### config.mk
export PLATFORM = sky130hd
export DESIGN_NAME = neureka_wmem_responder_flat
export DESIGN_NICKNAME = d
export VERILOG_FILES = /design/src/rtl/neureka_wmem_responder_pkg.sv /design/src/rtl/neureka_wmem_responder_if.sv /design/src/rtl/neureka_wmem_responder_fifo.sv /design/src/rtl/neureka_wmem_responder.sv /design/src/flat_wrapper.sv
export SDC_FILE = /design/constraint.sdc
export NUM_CORES = 1
export LEC_CHECK = 0
export ABC_AREA = 1
export CAP_MARGIN = 20
export CORE_AREA = 3 3 452 454
export CTS_CLUSTER_DIAMETER = 40
export DETAILED_ROUTE_END_ITERATION = 10
export DIE_AREA = 0 0 455 457
export PLACE_DENSITY = 0.4
export SLEW_MARGIN = 15
export SYNTH_ARGS = -nofsm -noshare
export SYNTH_HDL_FRONTEND = slang
export SYNTH_SLANG_ARGS = --single-unit
### constraint.sdc
create_clock -name clk_i -period 18.95 [get_ports clk_i]
set_clock_uncertainty 0.15 [all_clocks]
set_input_delay 1.895 -clock clk_i [delete_from_list [all_inputs] [get_ports clk_i]]
set_output_delay 1.895 -clock clk_i [all_outputs]
set_load 0.02 [all_outputs]
### src/rtl/neureka_wmem_responder_pkg.sv
// NEUREKA shared constants and the weight-memory response record.
// Used by the WMEM responder; see neureka_wmem_responder.sv for the NEUREKA_WMEM_ERR_EN option.
package neureka_package;

    localparam int NEUREKA_MEM_BANDWIDTH_EXT = 256;
    localparam int NEUREKA_WMEM_DEPTH        = 1024;
    localparam int NEUREKA_WMEM_ID_W         = 8;

    typedef struct packed {
        logic [NEUREKA_MEM_BANDWIDTH_EXT-1:0] data;
        logic [NEUREKA_WMEM_ID_W-1:0]         id;
        logic                                 opc;
    } wmem_resp_t;

    // A new request may only be granted while a response slot is guaranteed.
    function automatic logic wmem_credit_ok(input int unsigned used, input int unsigned depth);
        return used < depth;
    endfunction

endpackage

### src/rtl/neureka_wmem_responder_if.sv
// HCI core (TCDM-style) request/response bundle between a NEUREKA streamer and the WMEM.
interface neureka_wmem_responder_if
    import neureka_package::*;
#(
    parameter int DW = NEUREKA_MEM_BANDWIDTH_EXT,
    parameter int AW = 32,
    parameter int IW = NEUREKA_WMEM_ID_W
) ();

    logic            req;
    logic            gnt;
    logic [AW-1:0]   add;
    logic            wen;
    logic [DW/8-1:0] be;
    logic [DW-1:0]   data;
    logic [IW-1:0]   id;
    logic            r_valid;
    logic            r_ready;
    logic [DW-1:0]   r_data;
    logic [IW-1:0]   r_id;
    logic            r_opc;

    modport master (
        output req, add, wen, be, data, id, r_ready,
        input  gnt, r_valid, r_data, r_id, r_opc
    );

    modport slave (
        input  req, add, wen, be, data, id, r_ready,
        output gnt, r_valid, r_data, r_id, r_opc
    );

endinterface

### src/rtl/neureka_wmem_responder_fifo.sv
// In-order response FIFO with fall-through bypass: an incoming entry is presented in the
// same cycle when empty, and only stored if the consumer does not take it immediately.
module neureka_wmem_resp_fifo
    import neureka_package::*;
#(
    parameter int  DEPTH = 2,
    parameter type T     = wmem_resp_t
) (
    input  logic                         clk_i,
    input  logic                         rst_i,
    input  logic                         flush_i,
    input  logic                         in_valid_i,
    input  T                             in_data_i,
    output logic                         out_valid_o,
    input  logic                         out_ready_i,
    output T                             out_data_o,
    output logic [$clog2(DEPTH+1)-1:0]   count_o
);

    localparam int PW = (DEPTH > 1) ? $clog2(DEPTH) : 1;
    localparam int CW = $clog2(DEPTH + 1);
    localparam logic [PW-1:0] LAST = PW'(DEPTH - 1);

    T                mem_q [DEPTH];
    logic [PW-1:0]   wptr_q, wptr_d, rptr_q, rptr_d;
    logic [CW-1:0]   count_q, count_d;
    logic            empty, full, push, pop;

    assign empty       = (count_q == '0);
    assign full        = (count_q == CW'(DEPTH));
    assign push        = in_valid_i & ~flush_i & ~(empty & out_ready_i);
    assign pop         = ~empty & out_ready_i & ~flush_i;
    assign out_valid_o = ~flush_i & (~empty | in_valid_i);
    assign count_o     = count_q;

    always_comb begin
        out_data_o = '0;
        if (out_valid_o) begin
            out_data_o = empty ? in_data_i : mem_q[rptr_q];
        end
    end

    always_comb begin
        wptr_d  = wptr_q;
        rptr_d  = rptr_q;
        count_d = count_q;
        if (flush_i) begin
            wptr_d  = '0;
            rptr_d  = '0;
            count_d = '0;
        end else begin
            if (push) wptr_d = (wptr_q == LAST) ? '0 : wptr_q + PW'(1);
            if (pop)  rptr_d = (rptr_q == LAST) ? '0 : rptr_q + PW'(1);
            if (push && !pop)      count_d = count_q + CW'(1);
            else if (pop && !push) count_d = count_q - CW'(1);
        end
    end

    always_ff @(posedge clk_i or posedge rst_i) begin
        if (rst_i) begin
            wptr_q  <= '0;
            rptr_q  <= '0;
            count_q <= '0;
        end else begin
            wptr_q  <= wptr_d;
            rptr_q  <= rptr_d;
            count_q <= count_d;
        end
    end

    always_ff @(posedge clk_i) begin
        if (push) mem_q[wptr_q] <= in_data_i;
    end

    // Upstream credit accounting must make this unreachable.
    a_no_push_when_full: assert property (@(posedge clk_i) disable iff (rst_i) !(push && full));

endmodule

### src/rtl/neureka_wmem_responder.sv
// WMEM target of the HCI core protocol: TCDM requests to a 1-cycle SRAM, credit-protected
// in-order responses. Define NEUREKA_WMEM_ERR_EN to flag out-of-range addresses with opc=1.
module neureka_wmem_responder
    import neureka_package::*;
#(
    parameter int DW         = NEUREKA_MEM_BANDWIDTH_EXT,
    parameter int AW         = 32,
    parameter int IW         = NEUREKA_WMEM_ID_W,
    parameter int MEM_DEPTH  = NEUREKA_WMEM_DEPTH,
    parameter int RESP_DEPTH = 2
) (
    input  logic                          clk_i,
    input  logic                          rst_i,
    input  logic                          clear_i,
    neureka_wmem_responder_if.slave       tcdm,
    output logic                          mem_req_o,
    output logic                          mem_we_o,
    output logic [$clog2(MEM_DEPTH)-1:0]  mem_addr_o,
    output logic [DW/8-1:0]               mem_be_o,
    output logic [DW-1:0]                 mem_wdata_o,
    input  logic [DW-1:0]                 mem_rdata_i
);

    localparam int OFF = $clog2(DW / 8);
    localparam int IXW = $clog2(MEM_DEPTH);
    localparam int CW  = $clog2(RESP_DEPTH + 1);

    typedef struct packed {
        logic [DW-1:0] data;
        logic [IW-1:0] id;
        logic          opc;
    } resp_t;

    logic [CW-1:0]  fifo_count;
    logic           inflight_q, inflight_d;
    logic           wr_q, wr_d;
    logic [IW-1:0]  id_q, id_d;
    logic           accept, in_range, mem_en, push_valid;
    logic [IXW-1:0] word_idx;
    resp_t          resp_in, resp_out;

    assign word_idx = tcdm.add[OFF +: IXW];

`ifdef NEUREKA_WMEM_ERR_EN
    logic err_q, err_d, err_flag_q, err_flag_d;
    logic unused_add;
    assign in_range   = (tcdm.add[AW-1:OFF+IXW] == '0);
    assign unused_add = ^tcdm.add[OFF-1:0];
`else
    logic unused_add;
    assign in_range   = 1'b1;
    assign unused_add = ^{tcdm.add[AW-1:OFF+IXW], tcdm.add[OFF-1:0]};
`endif

    // Credits count both stored responses and the one still in the SRAM pipeline.
    assign tcdm.gnt = tcdm.req & ~clear_i &
                      wmem_credit_ok(32'(fifo_count) + 32'(inflight_q), RESP_DEPTH);
    assign accept   = tcdm.req & tcdm.gnt;
    assign mem_en   = accept & in_range;

    assign mem_req_o   = mem_en;
    assign mem_we_o    = mem_en & ~tcdm.wen;
    assign mem_addr_o  = mem_en ? word_idx : '0;
    assign mem_be_o    = (mem_en & ~tcdm.wen) ? tcdm.be : '0;
    assign mem_wdata_o = (mem_en & ~tcdm.wen) ? tcdm.data : '0;

    always_comb begin
        inflight_d = accept;
        id_d       = id_q;
        wr_d       = wr_q;
        if (accept) begin
            id_d = tcdm.id;
            wr_d = ~tcdm.wen;
        end
    end

    always_ff @(posedge clk_i or posedge rst_i) begin
        if (rst_i) begin
            inflight_q <= 1'b0;
            id_q       <= '0;
            wr_q       <= 1'b0;
        end else begin
            inflight_q <= inflight_d;
            id_q       <= id_d;
            wr_q       <= wr_d;
        end
    end

`ifdef NEUREKA_WMEM_ERR_EN
    always_comb begin
        err_d      = err_q;
        if (accept) err_d = ~in_range;
        err_flag_d = clear_i ? 1'b0 : (err_flag_q | (accept & ~in_range));
    end

    always_ff @(posedge clk_i or posedge rst_i) begin
        if (rst_i) begin
            err_q      <= 1'b0;
            err_flag_q <= 1'b0;
        end else begin
            err_q      <= err_d;
            err_flag_q <= err_flag_d;
        end
    end

    a_err_sticky: assert property (@(posedge clk_i) disable iff (rst_i)
        (tcdm.r_valid && tcdm.r_opc) |-> err_flag_q);
`endif

    // SRAM data lands one cycle after the access; a clear in that cycle drops it.
    always_comb begin
        resp_in    = '0;
        resp_in.id = id_q;
`ifdef NEUREKA_WMEM_ERR_EN
        resp_in.opc = err_q;
        if (!wr_q && !err_q) resp_in.data = mem_rdata_i;
`else
        if (!wr_q) resp_in.data = mem_rdata_i;
`endif
    end

    assign push_valid = inflight_q & ~clear_i;

    neureka_wmem_resp_fifo #(
        .DEPTH (RESP_DEPTH),
        .T     (resp_t)
    ) i_resp_fifo (
        .clk_i       (clk_i),
        .rst_i       (rst_i),
        .flush_i     (clear_i),
        .in_valid_i  (push_valid),
        .in_data_i   (resp_in),
        .out_valid_o (tcdm.r_valid),
        .out_ready_i (tcdm.r_ready),
        .out_data_o  (resp_out),
        .count_o     (fifo_count)
    );

    assign tcdm.r_data = resp_out.data;
    assign tcdm.r_id   = resp_out.id;
    assign tcdm.r_opc  = resp_out.opc;

endmodule

### src/flat_wrapper.sv
// flat-port wrapper written by rule: the top's interface ports become plain ports
module neureka_wmem_responder_flat import neureka_package::*;
#(
    parameter int DW         = NEUREKA_MEM_BANDWIDTH_EXT,
    parameter int AW         = 32,
    parameter int IW         = NEUREKA_WMEM_ID_W,
    parameter int MEM_DEPTH  = NEUREKA_WMEM_DEPTH,
    parameter int RESP_DEPTH = 2
)
  (clk_i, rst_i, clear_i, mem_req_o, mem_we_o, mem_addr_o, mem_be_o, mem_wdata_o, mem_rdata_i, tcdm_req, tcdm_add, tcdm_wen, tcdm_be, tcdm_data, tcdm_id, tcdm_r_ready, tcdm_gnt, tcdm_r_valid, tcdm_r_data, tcdm_r_id, tcdm_r_opc);
  neureka_wmem_responder_if #(.DW(DW), .AW(AW), .IW(IW)) tcdm_i ();
  input  logic clk_i;
  input  logic rst_i;
  input  logic clear_i;
  output logic mem_req_o;
  output logic mem_we_o;
  output logic [$clog2(MEM_DEPTH)-1:0] mem_addr_o;
  output logic [DW/8-1:0] mem_be_o;
  output logic [DW-1:0] mem_wdata_o;
  input  logic [DW-1:0] mem_rdata_i;
  input wire logic [$bits(tcdm_i.req)-1:0] tcdm_req;
  input wire logic [$bits(tcdm_i.add)-1:0] tcdm_add;
  input wire logic [$bits(tcdm_i.wen)-1:0] tcdm_wen;
  input wire logic [$bits(tcdm_i.be)-1:0] tcdm_be;
  input wire logic [$bits(tcdm_i.data)-1:0] tcdm_data;
  input wire logic [$bits(tcdm_i.id)-1:0] tcdm_id;
  input wire logic [$bits(tcdm_i.r_ready)-1:0] tcdm_r_ready;
  output wire logic [$bits(tcdm_i.gnt)-1:0] tcdm_gnt;
  output wire logic [$bits(tcdm_i.r_valid)-1:0] tcdm_r_valid;
  output wire logic [$bits(tcdm_i.r_data)-1:0] tcdm_r_data;
  output wire logic [$bits(tcdm_i.r_id)-1:0] tcdm_r_id;
  output wire logic [$bits(tcdm_i.r_opc)-1:0] tcdm_r_opc;
  assign tcdm_i.req = tcdm_req;
  assign tcdm_i.add = tcdm_add;
  assign tcdm_i.wen = tcdm_wen;
  assign tcdm_i.be = tcdm_be;
  assign tcdm_i.data = tcdm_data;
  assign tcdm_i.id = tcdm_id;
  assign tcdm_i.r_ready = tcdm_r_ready;
  assign tcdm_gnt = tcdm_i.gnt;
  assign tcdm_r_valid = tcdm_i.r_valid;
  assign tcdm_r_data = tcdm_i.r_data;
  assign tcdm_r_id = tcdm_i.r_id;
  assign tcdm_r_opc = tcdm_i.r_opc;
  neureka_wmem_responder #(.DW(DW), .AW(AW), .IW(IW), .MEM_DEPTH(MEM_DEPTH), .RESP_DEPTH(RESP_DEPTH)) u_core (.clk_i(clk_i), .rst_i(rst_i), .clear_i(clear_i), .tcdm(tcdm_i), .mem_req_o(mem_req_o), .mem_we_o(mem_we_o), .mem_addr_o(mem_addr_o), .mem_be_o(mem_be_o), .mem_wdata_o(mem_wdata_o), .mem_rdata_i(mem_rdata_i));
endmodule
==> results of run 1 <==
-- power by group --
part           total, mW  switching, mW  internal [mW]  leakage (nW)
clock               1.98          0.667           1.31          1.85
sequential          1.42         0.0269           1.40          5.00
combinational       1.16          0.713          0.447          10.3
-- critical path, delay by kind of cell --
family          cells  cell delay (ns)
compound gates      3             0.70
buf+inv             6             3.31
simple gates        1             0.13
-- sequential cells by signal, indices dropped and copies added (netlist names) --
register / count
u_core.i_resp_fifo.rptr_q: 1
u_core.i_resp_fifo.count_o: 2
u_core.inflight_q: 1
u_core.id_q: 8
u_core.wr_q: 1
u_core.i_resp_fifo.mem_q: 528
u_core.i_resp_fifo.wptr_q: 1
-- layout make-up --
cell class / count / area (um^2) / area share (%)
antenna: 16 / 40.0 / 0.0889
clock buffer: 129 / 2860 / 6.36
clock inverter: 78 / 967 / 2.15
inverter: 567 / 2130 / 4.72
multi-input combinational: 1420 / 7910 / 17.6
sequential: 542 / 16200 / 36.0
tap: 2656 / 3320 / 7.37
timing repair buffer: 1163 / 11600 / 25.8
-- metal layers --
metal  track usage (%)  vias to the layer above  routed length (um)
li1                  -                    11100                   -
met1              14.5                    11200               54700
met2              26.8                      909               81700
met3              4.61                      234               11800
met4              4.33                        8                4810
met5                 0                        -                  57
-- cell usage after synthesis, drive strengths merged --
library cell / n / area share (%)
inv: 567 / 7.8
o21ai: 267 / 5.0
a21oi: 262 / 4.8
nand2: 52 / 0.74
nand3: 13 / 0.24
nor2: 568 / 8.8
nand4: 1 / 0.023
nor3: 2 / 0.037
clkbuf: 34 / 0.47
conb: 1 / 0.014
dfrtp: 14 / 1.3
buf: 147 / 3.0
edfxtp: 528 / 58
o21bai: 1 / 0.028
mux2i: 253 / 9.3
-- metrics by stage --
step	worst slack, ns	util (%)	std cells	hold WS [ns]	instance area [um^2]
global route	10.29	22.5	6564	0.366	45000
finish	10.51	22.5	6571	0.343	45100
detailed placement	10.57	20.6	6348	0.337	41200
CTS	10.55	22.5	6555	0.348	45000
global placement	10.53	20.6	6348	0.327	41200
floorplan	4.68	-	2710	0.309	27100
-- cells by family (layout without fill, tap and decap cells) --
family | Yosys count | after routing | synth area share (%)
compound gates | 530 | 530 | 9.82
buf+inv | 748 | 1937 | 11.3
flops | 542 | 542 | 59.7
mux | 253 | 253 | 9.33
other cells | 1 | 17 | 0.0138
simple gates | 636 | 636 | 9.80
-- final timing paths --
kind / startpoint / slack, ns / depth (start not counted) / to
max in group asynchronous: rst_i / 16.69 / 2 / u_core.wr_q$_DFFE_PP0N_
worst max-delay path: clear_i / 10.51 / 10 / tcdm_r_data[66]
worst max register to register: u_core.i_resp_fifo.count_o[0]$_DFFE_PP0P_ / 13.13 / 8 / u_core.i_resp_fifo.mem_q[1][51]$_DFFE_PP_
min in group asynchronous: rst_i / 1.44 / 2 / u_core.id_q[0]$_DFFE_PP0N_
worst min register to register: u_core.id_q[1]$_DFFE_PP0N_ / 0.34 / 0 / u_core.i_resp_fifo.mem_q[0][1]$_DFFE_PP_
worst min-delay path: u_core.id_q[1]$_DFFE_PP0N_ / 0.34 / 0 / u_core.i_resp_fifo.mem_q[0][1]$_DFFE_PP_
==> flow_summary.json, run 1 <==
{
  "gr-usage-all-layers_pct": 14.1,
  "fp.coreArea_um2": 200000,
  "placement_rows": 164,
  "worst-path-max-fanout": 132,
  "floorplan.die.height_um": 457,
  "routed_wirelength_um": 153000,
  "area_delta_synth_final_pct": 66.0,
  "cts.root.buffer_cell": "clkbuf_16",
  "start_util_pct": 13.6,
  "worst_path_max_delay_cell": "clkdlybuf4s50_1",
  "cts_tree": "done",
  "crit_path_max_incr_delay_ns": 0.73,
  "buffers_added_on_ports": 1133,
  "drive_gt1_share_pct": 8.23,
  "grt_max_degree": 144,
  "crit_chain": "clkdlybuf4s50_1 -> inv_1 -> nand2_1 -> o21ai_4 -> buf_12 -> buf_4 -> buf_4 -> o21ai_0 -> a21oi_1 -> clkdlybuf4s50_1",
  "postCtsSetupRepairBufs": 0,
  "p_per_area_nw_per_um2": 101,
  "yosysUniqueCellTypes": 23,
  "average_cell_area_after_synthesis_um2": 10.0,
  "finalMaxSlewViolations": 0,
  "final_cell_mix": "1,133 x clkdlybuf4s50_1, 565 x inv_1, 528 x edfxtp_1",
  "nFillCells": 21900,
  "start_kind": "input pin",
  "maxCapViolCount": 0,
  "routedWlPerCell_um": 23.3,
  "ys_seq_area_share_pct": 59.7,
  "achievable-frequency_ghz": 0.119,
  "synth_area_um2": 27100,
  "drtAntennaViolNets": 0,
  "path_clk_slew_ns": 0.04,
  "worstMarginPinSlew_ns": 1.06,
  "timing_hold_violations_final": 0,
  "cts_sinks": 542,
  "first_pass_grt_wire_length_um": 204000,
  "drc": 0,
  "grt_antenna_before_repair": 76,
  "rsz0062_at_grt": "false",
  "syn_nets": 3300,
  "report.final.setup_viol": 0,
  "num-nets-final": 4394,
  "hp-class": "reg2reg",
  "final_common_cell": "clkdlybuf4s50_1",
  "ctsHtreeMaxLevel": 3,
  "initialDrtViolationCount": 1338,
  "totalNegativeSetupSlack_ns": 0,
  "yosys_register_bits": 542,
  "io_pins": 1157,
  "synth_cells": 2710,
  "dieArea_um2": 208000,
  "hold_buffers": 0,
  "clock_insertion_delay_worst_skew_ns": 0.69,
  "vias_in_the_first_global_route": 23800,
  "detailedRoute.firstPassIterationCount": 4,
  "worstPathArrival_ns": 6.39,
  "vdd.ir_drop.worst_mv": 0.0656,
  "ctsLongestPathBuffers": 3,
  "grt-ovfl-total": 0,
  "total_leakage_power_nw": 17.1,
  "finalWorstPathRequiredPeriod_ns": 8.44,
  "vias_per_cell": 3.56,
  "timing.slew.headroom_pct": 29.5,
  "worst_setup_path_end_kind": "output port",
  "finalCritPeriodShare_pct": 44.5,
  "critPathKind": "in2out",
  "hpwl_um": 118000,
  "synthesis.yosys.warnings": 0,
  "sum_of_internal_switching_and_leakage_power_mw": 4.56,
  "cts_resized": 0,
  "total_via_count_after_detailed_routing": 23400,
  "cp.required_ns": 16.91,
  "die_w_um": 455,
  "routabilityCongestion": 0.871,
  "cts_made_buffers": 110,
  "status": "finished clean"
}
(Power assumes the default switching activity.)
==> run 2: changes to the inputs <==
CORE_AREA = 3 3 445 447   (was 3 3 452 454)
DIE_AREA = 0 0 448 450   (was 0 0 455 457)
PLACE_DENSITY = 0.41   (was 0.4)
clock period = 8.7 ns   (was 18.95 ns; I/O delays follow)
==> run 2 against run 1 <==
Against the previous run: wire length up 2.8%; combinational power up 120%; worst setup slack worse by 7.3 ns; core utilization up 0.62 points; clock-buffer cell count down 1; hold slack better by 0.0069 ns; sequential share of layout area about the same; first-iteration DRC count down 14%; sequential power up 120%; register-to-register slack worse by 8.1 ns; global-route usage up 0.91 points; highest routed layer unchanged.
==> flow_summary.json, run 2 (synthesis results as in run 1) <==
{
  "critPathKind": "in2out",
  "ctsLongestPathBuffers": 3,
  "final_cell_mix": "1,133 x clkdlybuf4s50_1, 565 x inv_1, 528 x edfxtp_1",
  "worst_setup_path_end_kind": "output port",
  "worstMarginPinSlew_ns": 1.03,
  "initialDrtViolationCount": 1154,
  "drive_gt1_share_pct": 8.02,
  "vdd.ir_drop.worst_mv": 0.170,
  "path_clk_slew_ns": 0.05,
  "placement_rows": 162,
  "cp.required_ns": 7.68,
  "cts_tree": "done",
  "maxCapViolCount": 0,
  "achievable-frequency_ghz": 0.181,
  "totalNegativeSetupSlack_ns": 0,
  "area_delta_synth_final_pct": 65.9,
  "routedWlPerCell_um": 24.3,
  "crit_chain": "clkdlybuf4s50_1 -> inv_1 -> nand2_1 -> o21ai_4 -> buf_4 -> buf_4 -> o21ai_0 -> a21oi_1 -> clkdlybuf4s50_1",
  "start_util_pct": 13.9,
  "total_leakage_power_nw": 17.1,
  "cts.root.buffer_cell": "clkbuf_16",
  "hpwl_um": 120000,
  "routed_wirelength_um": 157000,
  "io_pins": 1157,
  "crit_path_max_incr_delay_ns": 0.75,
  "timing_hold_violations_final": 0,
  "p_per_area_nw_per_um2": 223,
  "rsz0062_at_grt": "false",
  "rr_endpoint": "u_core.i_resp_fifo.mem_q[0][160]$_DFFE_PP_",
  "min_path_cells": 0,
  "drtAntennaViolNets": 0,
  "grt_antenna_before_repair": 101,
  "finalMaxSlewViolations": 0,
  "gr-usage-all-layers_pct": 15.1,
  "timing.slew.headroom_pct": 31.2,
  "finish.instance_area_um2": 45000,
  "drc": 0,
  "buffers_added_on_ports": 1133,
  "finalWorstPathRequiredPeriod_ns": 5.54,
  "floorplan.die.height_um": 450,
  "num-nets-final": 4394,
  "report.final.setup_viol": 0,
  "postCtsSetupRepairBufs": 0,
  "finalCritPeriodShare_pct": 63.6,
  "grt_max_degree": 201,
  "hold_buffers": 0,
  "worst_r2r_startpoint": "u_core.i_resp_fifo.count_o[0]$_DFFE_PP0P_",
  "grt-ovfl-total": 0,
  "reg_to_reg_slack_setup_ns": 4.99,
  "min_delay_worst_endpoint": "u_core.i_resp_fifo.mem_q[0][2]$_DFFE_PP_",
  "hp-class": "reg2reg",
  "clock_insertion_delay_worst_skew_ns": 0.74,
  "dieArea_um2": 202000,
  "launch_instance_of_the_worst_min_delay_path": "u_core.id_q[2]$_DFFE_PP0N_",
  "worst-path-max-fanout": 64,
  "status": "finished clean",
  "worstPathArrival_ns": 4.52,
  "final_common_cell": "clkdlybuf4s50_1",
  "routabilityCongestion": 0.970,
  "start_kind": "input pin",
  "die_w_um": 448,
  "total_via_count_after_detailed_routing": 23600,
  "worst_r2r_path_depth": 6,
  "dpl-instance-area_um2": 41100,
  "max_flop_register": "u_core.i_resp_fifo.mem_q",
  "cts_sinks": 542,
  "cts_made_buffers": 115,
  "fp.coreArea_um2": 195000,
  "ctsHtreeMaxLevel": 3,
  "vias_per_cell": 3.65,
  "detailedRoute.firstPassIterationCount": 5,
  "first_pass_grt_wire_length_um": 208000,
  "largest_register_ff_count": 528,
  "cts_resized": 0,
  "worst_path_max_delay_cell": "buf_4",
  "vias_in_the_first_global_route": 24000
}
run 2: cell types whose count changed in the layout (fill, tap and decap cells not counted), moves of 5 or more:
| cell | previous run | this run |
|---|---|---|
| diode_2 | 16 | 32 |
| clkinv_1 | 9 | 21 |
| buf_4 | 26 | 17 |
| clkinv_2 | 24 | 15 |
| clkinvlp_4 | 11 | 17 |
| clkbuf_16 | 110 | 115 |
| clkinv_4 | 6 | 11 |
| inv_6 | 7 | 2 |
run 2: stage by stage:
| step | util (%) | std cells | power (mW) | hold slack [ns] | setup slack (ns) |
|---|---|---|---|---|---|
| after floorplan | - | 2710 | 4.43 | 0.309 | -0.0837 |
| after global placement | 21.1 | 6229 | 5.76 | 0.335 | 3.17 |
| after detailed placement | 21.1 | 6229 | 5.77 | 0.335 | 3.21 |
| after CTS | 23.1 | 6443 | 10.2 | 0.276 | 3.20 |
| after global routing | 23.1 | 6468 | 10.5 | 0.364 | 2.99 |
| final | 23.1 | 6475 | 10.0 | 0.350 | 3.16 |
run 2: where the power goes:
part           leakage (nW)  switching (mW)  total [mW]  internal, mW
Combinational          10.3            1.60        2.58         0.976
Sequential             5.00          0.0508        3.10          3.05
Clock                  1.84            1.54        4.36          2.82
Total                  17.1            3.19        10.0          6.84
run 2: area by class of cell:
class | instances | area [um^2]
Tap cell | 2542 | 3180
Antenna cell | 32 | 80.1
Multi-Input combinational cell | 1420 | 7900
Clock inverter | 86 | 962
Timing Repair Buffer | 1158 | 11600
Fill cell | 21200 | 150000
Clock buffer | 128 | 2940
Inverter | 567 | 2130
Sequential cell | 542 | 16200
run 2: worst max path at each step:
stage	from	end	depth (start not counted)
2_1_floorplan	clear_i	u_core.i_resp_fifo.mem_q[0][0]$_DFFE_PP_	4
3_3_place_gp	clear_i	tcdm_r_data[39]	9
3_5_place_dp	clear_i	tcdm_r_data[39]	9
4_1_cts	clear_i	tcdm_r_data[39]	9
5_1_grt	clear_i	tcdm_r_data[119]	9
6_report	clear_i	tcdm_r_data[39]	9
run 2: worst max-delay path: cells and delay by family:
kind,cells,cell delay (ns)
AND/OR/NAND/NOR,1,0.12
buffers and inverters,5,2.79
AO/OA/AOI/OAI,3,0.53
run 2: per-layer routing:
metal / track usage [%] / share of wire, % / up-vias
met5: 0 / 0.020 / -
li1: - / - / 11100
met2: 27.6 / 53 / 908
met3: 4.74 / 7.1 / 308
met1: 15.4 / 35 / 11300
met4: 6.95 / 4.8 / 4
==> run 3: changes to the inputs <==
clock period = 5.55 ns   (was 8.7 ns; I/O delays follow)
==> run 3 against run 2 <==
Against the previous run: hold slack worse by 0.13 ns; highest routed layer unchanged; sequential cell count stayed put; combinational power is 58% higher; clock-buffer cell count is 9 lower; largest cell class unchanged.
==> flow_summary.json, run 3 (synthesis results as in run 1) <==
{
  "status": "finished clean",
  "timing.final.ws_setup_ns": 0.954,
  "grt_max_degree": 162,
  "maxCapViolCount": 0,
  "drtAntennaViolNets": 0,
  "achievable-frequency_ghz": 0.218,
  "cp.required_ns": 4.85,
  "p_per_area_nw_per_um2": 346,
  "worst-path-max-fanout": 49,
  "finish.instance_area_um2": 45200,
  "fp.coreArea_um2": 195000,
  "finalWorstPathRequiredPeriod_ns": 4.60,
  "post-place-ws_ns": 1.13,
  "worstMarginPinSlew_ns": 1.04,
  "cts_tree": "done",
  "finalMaxSlewViolations": 0,
  "first_pass_grt_wire_length_um": 210000,
  "detailedRoute.firstPassIterationCount": 5,
  "hold_buffers": 1,
  "dieArea_um2": 202000,
  "clock_insertion_delay_worst_skew_ns": 0.71,
  "finalCritPeriodShare_pct": 82.8,
  "drive_gt1_share_pct": 8.51,
  "start_kind": "flop",
  "layout.core_utilization_pct": 23.2,
  "vias_per_cell": 3.62,
  "total_via_count_after_detailed_routing": 23500,
  "worstPathArrival_ns": 3.89,
  "num-nets-final": 4412,
  "total_leakage_power_nw": 17.2,
  "vdd.ir_drop.worst_mv": 0.211,
  "drc": 0,
  "cts_resized": 0,
  "final_cell_count_no_fill": 6476,
  "die_w_um": 448,
  "cts.root.buffer_cell": "clkbuf_16",
  "vias_in_the_first_global_route": 23800,
  "hp-class": "in2reg",
  "final_cell_mix": "1,133 x clkdlybuf4s50_1, 565 x inv_1, 528 x edfxtp_1",
  "ctsHtreeMaxLevel": 3,
  "reg_to_reg_slack_setup_ns": 2.33,
  "path_clk_slew_ns": 0.05,
  "floorplan.die.height_um": 450,
  "placement_rows": 162,
  "grt-ovfl-total": 0,
  "area_delta_synth_final_pct": 66.6,
  "final_common_cell": "clkdlybuf4s50_1",
  "post-place-cells": 6255,
  "start_util_pct": 13.9,
  "initialDrtViolationCount": 1318,
  "buffers_added_on_ports": 1133,
  "ctsLongestPathBuffers": 3,
  "rsz0062_at_grt": "false",
  "routabilityCongestion": 0.950,
  "cts_made_buffers": 106,
  "gr-usage-all-layers_pct": 15.2,
  "timing.slew.headroom_pct": 30.8,
  "routedWlPerCell_um": 24.4,
  "postCtsSetupRepairBufs": 0,
  "report.final.setup_viol": 0,
  "io_pins": 1157,
  "max_flop_register": "u_core.i_resp_fifo.mem_q",
  "cts_sinks": 542,
  "critPathKind": "reg2out",
  "routed_wirelength_um": 158000,
  "timing_hold_violations_final": 0,
  "grt_antenna_before_repair": 91,
  "hpwl_um": 124000,
  "worst_setup_path_end_kind": "output port",
  "dpl-instance-area_um2": 41400,
  "largest_register_ff_count": 528
}
run 3: changes by cell type in the layout (fill, tap and decap cells not counted), moves of 2 or more:
cell,previous run,this run
inv_16,2,0
diode_2,32,23
clkinvlp_4,17,20
clkbuf_16,115,107
clkinv_1,21,11
buf_12,8,18
clkinv_4,11,5
buf_4,17,33
bufinv_16,13,19
run 3: critical path: stages, from the launching register on:
cell	delay (ns)
dfrtp_1	0.42
nor2_1	0.18
o21ai_4	0.60
buf_12	0.30
buf_4	0.41
o21ai_0	0.14
a21oi_1	0.29
clkdlybuf4s50_1	0.68
run 3: final cells by class:
cell class	count	area, um^2
multi-input cells	1420	7900
well taps	2542	3180
fillers	21200	149000
repair buffers	1185	12000
clock buffers	119	2730
flip-flops and latches	542	16200
inverters	567	2130
clock inverters	78	1040
diodes	23	57.6
run 3: metrics by stage:
stage | setup TNS [ns] | power [mW] | hold WS [ns]
6_report | 0 | 15.6 | 0.216
5_1_grt | 0 | 16.3 | 0.154
4_1_cts | 0 | 15.9 | 0.122
3_5_place_dp | 0 | 9.10 | 0.336
3_3_place_gp | 0 | 9.09 | 0.331
2_1_floorplan | -1540.99 | 6.94 | 0.294
run 3: final timing paths:
path	start	to	cells after the start
max in group asynchronous	rst_i	u_core.wr_q$_DFFE_PP0N_	3
min in group asynchronous	rst_i	u_core.id_q[4]$_DFFE_PP0N_	3
hold / removal	tcdm_id[6]	u_core.id_q[6]$_DFFE_PP0N_	3
hold reg to reg	u_core.id_q[0]$_DFFE_PP0N_	u_core.i_resp_fifo.mem_q[1][0]$_DFFE_PP_	0
setup reg to reg	u_core.i_resp_fifo.count_o[0]$_DFFE_PP0P_	u_core.i_resp_fifo.mem_q[1][254]$_DFFE_PP_	5
setup / recovery	u_core.i_resp_fifo.count_o[1]$_DFFE_PP0P_	tcdm_r_data[70]	7
run 3: where the power goes:
group	leakage, nW	internal, mW	total (mW)	switching, mW
clock	1.77	4.43	6.70	2.27
sequential	5.00	4.77	4.87	0.0952
combinational	10.4	1.59	4.07	2.49
total	17.2	10.8	15.6	4.85
run 3: layer usage:
| metal | GRT usage (%) | vias to the layer above | part of all wire, % |
|---|---|---|---|
| li1 | - | 11100 | - |
| met1 | 15.5 | 11200 | 35 |
| met2 | 28.2 | 866 | 54 |
| met3 | 5.12 | 263 | 7.4 |
| met4 | 5.78 | 12 | 3.6 |
| met5 | 0 | - | 0.047 |
